### src/rtl/cla64_share_ctrl_if.sv
// Request/response bundle between the requesters, the result consumer and the shared-adder scheduler.
interface cla64_share_ctrl_if #(
  parameter int NREQ = 4,
  parameter int IDW  = 2
);
  logic [NREQ-1:0]    req_valid;
  logic [NREQ-1:0]    req_ready;
  logic [NREQ*64-1:0] req_a;
  logic [NREQ*64-1:0] req_b;
  logic [NREQ-1:0]    req_cin;
  logic [NREQ-1:0]    req_chain;
  logic               resp_valid;
  logic               resp_ready;
  logic [IDW-1:0]     resp_id;
  logic [63:0]        resp_sum;
  logic               resp_cout;

  modport master (
    output req_valid, req_a, req_b, req_cin, req_chain, resp_ready,
    input  req_ready, resp_valid, resp_id, resp_sum, resp_cout
  );

  modport slave (
    input  req_valid, req_a, req_b, req_cin, req_chain, resp_ready,
    output req_ready, resp_valid, resp_id, resp_sum, resp_cout
  );
endinterface

### src/rtl/cla64_share_ctrl.sv
// Round-robin scheduler sharing one combinational 64-bit KPG carry-lookahead adder among NREQ
// requesters, with per-requester carry flags for multi-word chained additions.
module cla64_share_ctrl #(
  parameter int NREQ = 4,
  parameter int IDW  = 2
) (
  input  logic                clk,
  input  logic                rst,
  cla64_share_ctrl_if.slave   bus,
  output logic [63:0]         add_a,
  output logic [63:0]         add_b,
  output logic [7:0]          add_xin,
  input  logic [63:0]         add_sum,
  input  logic [7:0]          add_xout,
  output logic [31:0]         op_count
);

  typedef enum logic [1:0] {IDLE, EXEC, DONE} state_t;

  function automatic logic [7:0] enc_carry(input logic c);
    return c ? 8'h67 : 8'h6B;
  endfunction

  // Only an explicit "g" counts as a carry; "k", "p" and anything malformed decode to 0.
  function automatic logic dec_carry(input logic [7:0] x);
    return (x == 8'h67);
  endfunction

  state_t          state_q, state_d;
  logic [IDW-1:0]  ptr_q;
  logic [63:0]     a_q, b_q;
  logic [7:0]      xin_q;
  logic [IDW-1:0]  resp_id_q;
  logic [63:0]     resp_sum_q;
  logic            resp_cout_q;
  logic [NREQ-1:0] carry_flag_q;
  logic [31:0]     op_count_q;

  logic [NREQ-1:0] gnt_oh;
  logic [IDW-1:0]  gnt_idx;
  logic            gnt_any;
  logic            grant_en, xfer, accept;
  logic [63:0]     sel_a, sel_b;
  logic            sel_cin;

  // Search starts just after the last granted index.
  always_comb begin
    gnt_oh  = '0;
    gnt_idx = '0;
    gnt_any = 1'b0;
    for (int k = 1; k <= NREQ; k++) begin
      int idx;
      idx = int'(ptr_q) + k;
      if (idx >= NREQ) idx = idx - NREQ;
      if (!gnt_any && bus.req_valid[idx]) begin
        gnt_any     = 1'b1;
        gnt_idx     = IDW'(idx);
        gnt_oh[idx] = 1'b1;
      end
    end
  end

  assign grant_en = (state_q == IDLE) || ((state_q == DONE) && bus.resp_ready);
  assign xfer     = grant_en && gnt_any;
  assign accept   = (state_q == DONE) && bus.resp_ready;

  // A chained grant that coincides with the acceptance of the same requester's previous
  // result takes the carry straight from the result register, before the flag is updated.
  always_comb begin
    sel_a   = '0;
    sel_b   = '0;
    sel_cin = 1'b0;
    for (int i = 0; i < NREQ; i++) begin
      if (gnt_oh[i]) begin
        sel_a = bus.req_a[64*i +: 64];
        sel_b = bus.req_b[64*i +: 64];
        if (bus.req_chain[i])
          sel_cin = (accept && (resp_id_q == IDW'(i))) ? resp_cout_q : carry_flag_q[i];
        else
          sel_cin = bus.req_cin[i];
      end
    end
  end

  always_comb begin
    state_d = state_q;
    case (state_q)
      IDLE:    if (gnt_any) state_d = EXEC;
      EXEC:    state_d = DONE;
      DONE:    if (bus.resp_ready) state_d = gnt_any ? EXEC : IDLE;
      default: state_d = IDLE;
    endcase
  end

  always_ff @(posedge clk or posedge rst) begin
    if (rst) begin
      state_q      <= IDLE;
      ptr_q        <= IDW'(NREQ - 1);
      a_q          <= '0;
      b_q          <= '0;
      xin_q        <= 8'h6B;
      resp_id_q    <= '0;
      resp_sum_q   <= '0;
      resp_cout_q  <= 1'b0;
      carry_flag_q <= '0;
      op_count_q   <= '0;
    end else begin
      state_q <= state_d;
      // p0: operand capture on transfer
      if (xfer) begin
        ptr_q     <= gnt_idx;
        a_q       <= sel_a;
        b_q       <= sel_b;
        xin_q     <= enc_carry(sel_cin);
        resp_id_q <= gnt_idx;
      end
      // p1: adder result capture after one settling cycle
      if (state_q == EXEC) begin
        resp_sum_q  <= add_sum;
        resp_cout_q <= dec_carry(add_xout);
      end
      if (accept) begin
        carry_flag_q[resp_id_q] <= resp_cout_q;
        op_count_q              <= op_count_q + 32'd1;
      end
    end
  end

  assign bus.req_ready  = grant_en ? gnt_oh : '0;
  assign bus.resp_valid = (state_q == DONE);
  assign bus.resp_id    = resp_id_q;
  assign bus.resp_sum   = resp_sum_q;
  assign bus.resp_cout  = resp_cout_q;
  assign add_a          = a_q;
  assign add_b          = b_q;
  assign add_xin        = xin_q;
  assign op_count       = op_count_q;

endmodule

### src/flat_wrapper.sv
// flat-port wrapper written by rule: the top's interface ports become plain ports
module cla64_share_ctrl_flat 
#(
  parameter int NREQ = 4,
  parameter int IDW  = 2
)
  (clk, rst, add_a, add_b, add_xin, add_sum, add_xout, op_count, bus_req_valid, bus_req_a, bus_req_b, bus_req_cin, bus_req_chain, bus_resp_ready, bus_req_ready, bus_resp_valid, bus_resp_id, bus_resp_sum, bus_resp_cout);
  cla64_share_ctrl_if #(.NREQ(NREQ), .IDW(IDW)) bus_i ();
  input  logic clk;
  input  logic rst;
  output logic [63:0] add_a;
  output logic [63:0] add_b;
  output logic [7:0] add_xin;
  input  logic [63:0] add_sum;
  input  logic [7:0] add_xout;
  output logic [31:0] op_count;
  input wire logic [$bits(bus_i.req_valid)-1:0] bus_req_valid;
  input wire logic [$bits(bus_i.req_a)-1:0] bus_req_a;
  input wire logic [$bits(bus_i.req_b)-1:0] bus_req_b;
  input wire logic [$bits(bus_i.req_cin)-1:0] bus_req_cin;
  input wire logic [$bits(bus_i.req_chain)-1:0] bus_req_chain;
  input wire logic [$bits(bus_i.resp_ready)-1:0] bus_resp_ready;
  output wire logic [$bits(bus_i.req_ready)-1:0] bus_req_ready;
  output wire logic [$bits(bus_i.resp_valid)-1:0] bus_resp_valid;
  output wire logic [$bits(bus_i.resp_id)-1:0] bus_resp_id;
  output wire logic [$bits(bus_i.resp_sum)-1:0] bus_resp_sum;
  output wire logic [$bits(bus_i.resp_cout)-1:0] bus_resp_cout;
  assign bus_i.req_valid = bus_req_valid;
  assign bus_i.req_a = bus_req_a;
  assign bus_i.req_b = bus_req_b;
  assign bus_i.req_cin = bus_req_cin;
  assign bus_i.req_chain = bus_req_chain;
  assign bus_i.resp_ready = bus_resp_ready;
  assign bus_req_ready = bus_i.req_ready;
  assign bus_resp_valid = bus_i.resp_valid;
  assign bus_resp_id = bus_i.resp_id;
  assign bus_resp_sum = bus_i.resp_sum;
  assign bus_resp_cout = bus_i.resp_cout;
  cla64_share_ctrl #(.NREQ(NREQ), .IDW(IDW)) u_core (.clk(clk), .rst(rst), .bus(bus_i), .add_a(add_a), .add_b(add_b), .add_xin(add_xin), .add_sum(add_sum), .add_xout(add_xout), .op_count(op_count));
endmodule
### config.mk
export PLATFORM = sky130hd
export DESIGN_NAME = cla64_share_ctrl_flat
export DESIGN_NICKNAME = d
export VERILOG_FILES = /design/src/rtl/cla64_share_ctrl_if.sv /design/src/rtl/cla64_share_ctrl.sv /design/src/flat_wrapper.sv
export SDC_FILE = /design/constraint.sdc
export NUM_CORES = 1
export LEC_CHECK = 0
export ABC_AREA = 1
export CELL_PAD_IN_SITES_DETAIL_PLACEMENT = 2
export CELL_PAD_IN_SITES_GLOBAL_PLACEMENT = 2
export CORE_AREA = 2 2 330 332
export CTS_CLUSTER_DIAMETER = 200
export DETAILED_ROUTE_END_ITERATION = 10
export DIE_AREA = 0 0 332 334
export GPL_TIMING_DRIVEN = 1
export PLACE_DENSITY_LB_ADDON = 0.1
export SETUP_SLACK_MARGIN = 0.3
export SLEW_MARGIN = 20
export SYNTH_ARGS = -nofsm -noshare
export SYNTH_HDL_FRONTEND = slang
export SYNTH_SLANG_ARGS = --single-unit
### constraint.sdc
create_clock -name clk -period 8.3 [get_ports clk]
set_input_delay 1.245 -clock clk [delete_from_list [all_inputs] [get_ports clk]]
set_output_delay 1.245 -clock clk [all_outputs]
set_load 0.05 [all_outputs]
Word-level counts from Yosys, hierarchy flattened
Index checks and enable logic that the tools add are counted.
Storage, ports and cells
  register bits: 243
  input bits: 599
  output and inout port bits: 240
  word-level logic and storage cells: 130
Operators by class
  $add $sub $neg: 9
  magnitude comparators: 14
  equality and inequality tests: 8
  muxes and demuxes: 65
  bitwise gates (word level): 3
  reductions and logical operators: 21
Operators by type and width (count)
  $mux 64: 8
  $ge 32x1->1 const B: 4
  $ge 32x4->1 const B: 4
  $lt 32x4->1 const B: 4
  $mux 32: 4
  $sub 32x4->32 const B: 4
  $add 32x1->32 const B: 1
  $mux 1: 30
  $mux 4: 6
  $logic_and 1x1->1: 14
  $mux 2: 6
  $or 4x4->4: 3
  $demux 1 s2: 5
  $bmux 1 s2: 4
  $eq 8x7->1 const B: 1
  $add 2x2->3 const B: 2
  $eq 2x2->1 const B: 3
  $pmux 2 s3: 1
  $add 2x3->4 const B: 1
  $bwmux 4: 1
  $eq 2x1->1 const B: 2
  $logic_not 2->1: 2
  $add 2x1->3 const B: 1
  $logic_not 1->1: 3
  6 further kinds: 6

Logic depth before layout (Yosys ltp)
  word-level depth: 21
  mapped depth: 16
  gate-level depth less buffers: 14

Least setup slack after synthesis
No wires, ideal clock.
  kind: input to output
  start point: input bus_req_valid[0]
  end point: output bus_req_ready[3]
  arrival: 2.766 ns
  data required time: 7.055 ns
  slack: 4.289 ns
  cell stages on the path: 13
  path buffers: 2
  cells stage by stage: inv_1 > nand2_1 > nand2_1 > nand2_1 > nand2_1 > inv_2 > nor2_1 > nand3_1 > nand3_2 > buf_2 > buf_2 > nand2_1 > inv_1
On the way
  cells in the longest elaborated chain, start to end: 14
  elaborated cells on any way between the ends: 29
  classes of those cells: 20 x mux; 3 x bitwise; 6 x reduce/logical
Ends and longest elaborated chain
  start: declaration: RTL line flat_wrapper.sv:17  | input wire logic [$bits(bus_i.req_valid)-1:0] bus_req_valid;
  $bmux 1 s2: RTL line cla64_share_ctrl.sv:55  | if (!gnt_any && bus.req_valid[idx]) begin
  $mux 1 (not written as such) (2 in series): RTL line cla64_share_ctrl.sv:55
  $mux 1: RTL line cla64_share_ctrl.sv:55
  $logic_not 1->1: RTL line cla64_share_ctrl.sv:55
  $logic_and 1x1->1: RTL line cla64_share_ctrl.sv:55
  $mux 1: RTL line cla64_share_ctrl.sv:55
  $logic_not 1->1: RTL line cla64_share_ctrl.sv:55
  $logic_and 1x1->1: RTL line cla64_share_ctrl.sv:55
  $mux 1: RTL line cla64_share_ctrl.sv:55
  $logic_not 1->1: RTL line cla64_share_ctrl.sv:55
  $logic_and 1x1->1: RTL line cla64_share_ctrl.sv:55
  $mux 4 *: RTL line cla64_share_ctrl.sv:55
  $mux 4 *: RTL line cla64_share_ctrl.sv:129  | assign bus.req_ready = grant_en ? gnt_oh : '0;
  end: declaration: RTL line flat_wrapper.sv:23  | output wire logic [$bits(bus_i.req_ready)-1:0] bus_req_ready;
Every way passes the cells marked *; elsewhere a longest branch is shown, timed or not. The select of a mux whose other input is x is not followed.

Final worst setup path
  start point: input bus_req_valid[1]
  end point: output bus_req_ready[3]
Same word-level chain as after synthesis.

==> reports/qor.yml <==
status: "complete, no violations"
drc: 0
critPathTopFamily: "buffers and inverters"
fmax_mhz: 180
worstSetupStartpointType: "input pin"
rr_startpoint: "u_core.ptr_q[1]"
post-route-util_pct: 24.2
p_int_mw: 5.92
layout_min_cycle_time_ns: 5.57
crit_path_start: "bus_req_valid[1]"
path_buf_inv: 5
power_density_nw_per_um2: 536
syn_inst: 2238
ant_nets: 0
layout_common_cells: "nand2_1, clkdlybuf4s50_1, a21oi_1"
die_h_um: 334
hpwl_mm: 72.2
wl_per_cell_um: 21.5
power_frac_seq_pct: 14.6
syn-cell-area_um2: 15000
ys.flop_type: "dfrtp_1"
post_cts_buffers: 0
grt_max_degree: 106
vias: 17800
finalSetupViolations: 0
min_period_over_period_pct: 67.1
rsz0062_at_grt: "false"
place_congestion: 0.820
synth_seq_area_share_pct: 39.5
clkPwrFrac_pct: 12.9
p_leak_nw: 12.6
cts.sinks: 237
core_um2: 108000
io_pins: 839
die_x_um: 332
path_cells: "clkdlybuf4s50_1 > inv_1 > nand2_1 > nand2_1 > nand2_1 > nand2_1 > inv_2 > nor2_1 > nand3_1 > nand3_4 > nand2_1 > inv_1 > clkdlybuf4s50_1"
ir_drop_mv: 0.274
synth_edf_count: 0
power.net_switching_mw: 8.06
cts_buffers: 39
final_layout_size_suffix_gt1_share_pct: 5.78
dr.first_iter.drc_count: 463
grt_pass1_vias: 19900
cp_max_fo: 43
hold_path_class: "flip-flop to flip-flop"
start_util_pct: 13.9
final.setup.tns_ns: 0
viasPerCell: 3.98
clk_transition_reported_paths_ns: 0.06
cts_buffer_depth: 3
area_growth_pct: 73.4
place_ws_ns: 2.62
post_cts_resized: 0
power_frac_comb_pct: 72.5
antenna_found_initial: 47
final_nets: 3604
rows: 121
cpMaxStageDelayCell: "clkdlybuf4s50_1"
grt_use_total_pct: 16.9
root_buffer: "clkbuf_16"
tightest_slew_ns: 1.08
wl_mm: 95.7
crit_type: "input pin to primary output"
placed_cells: 4368
slew_viol_final: 0
cts_tree: "yes"
crit_arrival_ns: 4.32
finalNonFillerCells: 4462
async_reset_ff_share_pct: 100
syn_avg_cell_area_um2: 6.71
critical-path-max-stage-delay_ns: 0.96
max_cap_viol_count: 0
clkLatencyLatePin_ns: 0.59
firstDrtPassIters: 4
slew_headroom_pct: 28.3
gr-total-overflow: 0
finClkSkew_ns: 0.0197
synthDistinctLibCells: 34
holdCritStartpoint: "u_core.op_count[31]"
final_common_cell: "nand2_1"
die-area_um2: 111000
synth-seq-cells: 237
htree_levels: 2
timing.final.ws_setup_ns: 2.73
endpoint_kind: "primary output"
swShare_pct: 57.7
ys_warn_count: 0
grt_pass1_wl_mm: 139
required_ns: 7.05
hold_buffers: 0
path_common_cell: "nand2_1"
final-hold-violation-count: 0
numPortBuffers: 832
## cell type report
type	instances	area, µm²
clock inverters	16	185
flip-flops and latches	237	5930
well taps	1414	1770
inverters	299	1130
multi-input cells	1567	7320
repair buffers	852	8500
fillers	12600	81700
clock buffers	55	1160
diodes	22	55.1
## flip-flops by register name, summed over array words and instances (netlist names)
register	flops
u_core.add_a	64
u_core.add_b	64
u_core.bus.resp_sum	64
u_core.op_count	32
u_core.carry_flag_q	4
u_core.add_xin	2
u_core.bus.resp_id	2
u_core.ptr_q	2
u_core.state_q	2
u_core.bus.resp_cout	1
## stage by stage
stage / total power, mW / hold slack [ns] / cell area, µm²
floorplan: 8.85 / 0.461 / 15000
global placement: 12.3 / 0.461 / 24600
detailed placement: 12.5 / 0.464 / 24600
CTS: 14.5 / 0.476 / 26000
global route: 15.4 / 0.501 / 26000
finish: 14.0 / 0.472 / 26100
## power groups by stage
stage                     sequential [mW]  clock, mW  combinational [mW]
final                                2.04       1.80                10.1
after global routing                 2.12       1.93                11.4
after CTS                            2.06       1.90                10.5
after detailed placement             2.07          0                10.5
after global placement               2.05          0                10.2
after floorplan                      3.63          0                5.23
## logic make-up (layout without fill, tap and decap cells)
logic type	after synthesis	in the layout	share of synthesized area, %
AOI/OAI and AO/OA	412	412	13.8
buffers and inverters	438	1222	12.3
adders and majority gates	9	9	0.749
other	2	28	0.0500
muxes	65	65	4.86
xor gates and xnor gates	30	30	1.75
DFF	237	237	39.5
and+or+nand+nor	1045	1045	27.0
## metal layers
layer | track usage (%) | wire [µm] | share of wire, %
met5 | 0 | 373 | 0.39
met4 | 4.76 | 2020 | 2.1
met3 | 6.62 | 7800 | 8.1
met2 | 29.8 | 48200 | 50
met1 | 18.7 | 37300 | 39
## path summary, 6_finish.rpt
| check | to | slack [ns] | depth (start not counted) |
|---|---|---|---|
| worst max register to register | u_core.add_b[54] | 3.38 | 14 |
| worst min-delay path | u_core.op_count[31] | 0.47 | 1 |
| worst min register to register | u_core.op_count[31] | 0.47 | 1 |
| min in group asynchronous | u_core.bus.resp_sum[46] | 1.22 | 2 |
| max in group asynchronous | u_core.op_count[27] | 5.60 | 3 |
| worst max-delay path | bus_req_ready[3] | 2.73 | 13 |
## cell usage after synthesis (4+ instances only)
cell type	number	area share (%)
buf_1	4	0.10
nand3_1	15	0.50
inv_2	4	0.10
xnor2_1	10	0.58
nor2_1	24	0.60
ha_1	9	0.75
clkbuf_1	32	0.80
buf_4	23	1.1
nand4_1	11	0.46
dfrtp_1	234	39
xor2_1	20	1.2
nor3_1	8	0.27
buf_2	78	2.6
a21oi_1	394	13
inv_1	295	7.4
nand2_1	969	24
o21ai_0	11	0.37
nand3_2	6	0.40
nor2_2	4	0.17
mux2_2	64	4.8
(Power assumes the default switching activity.)
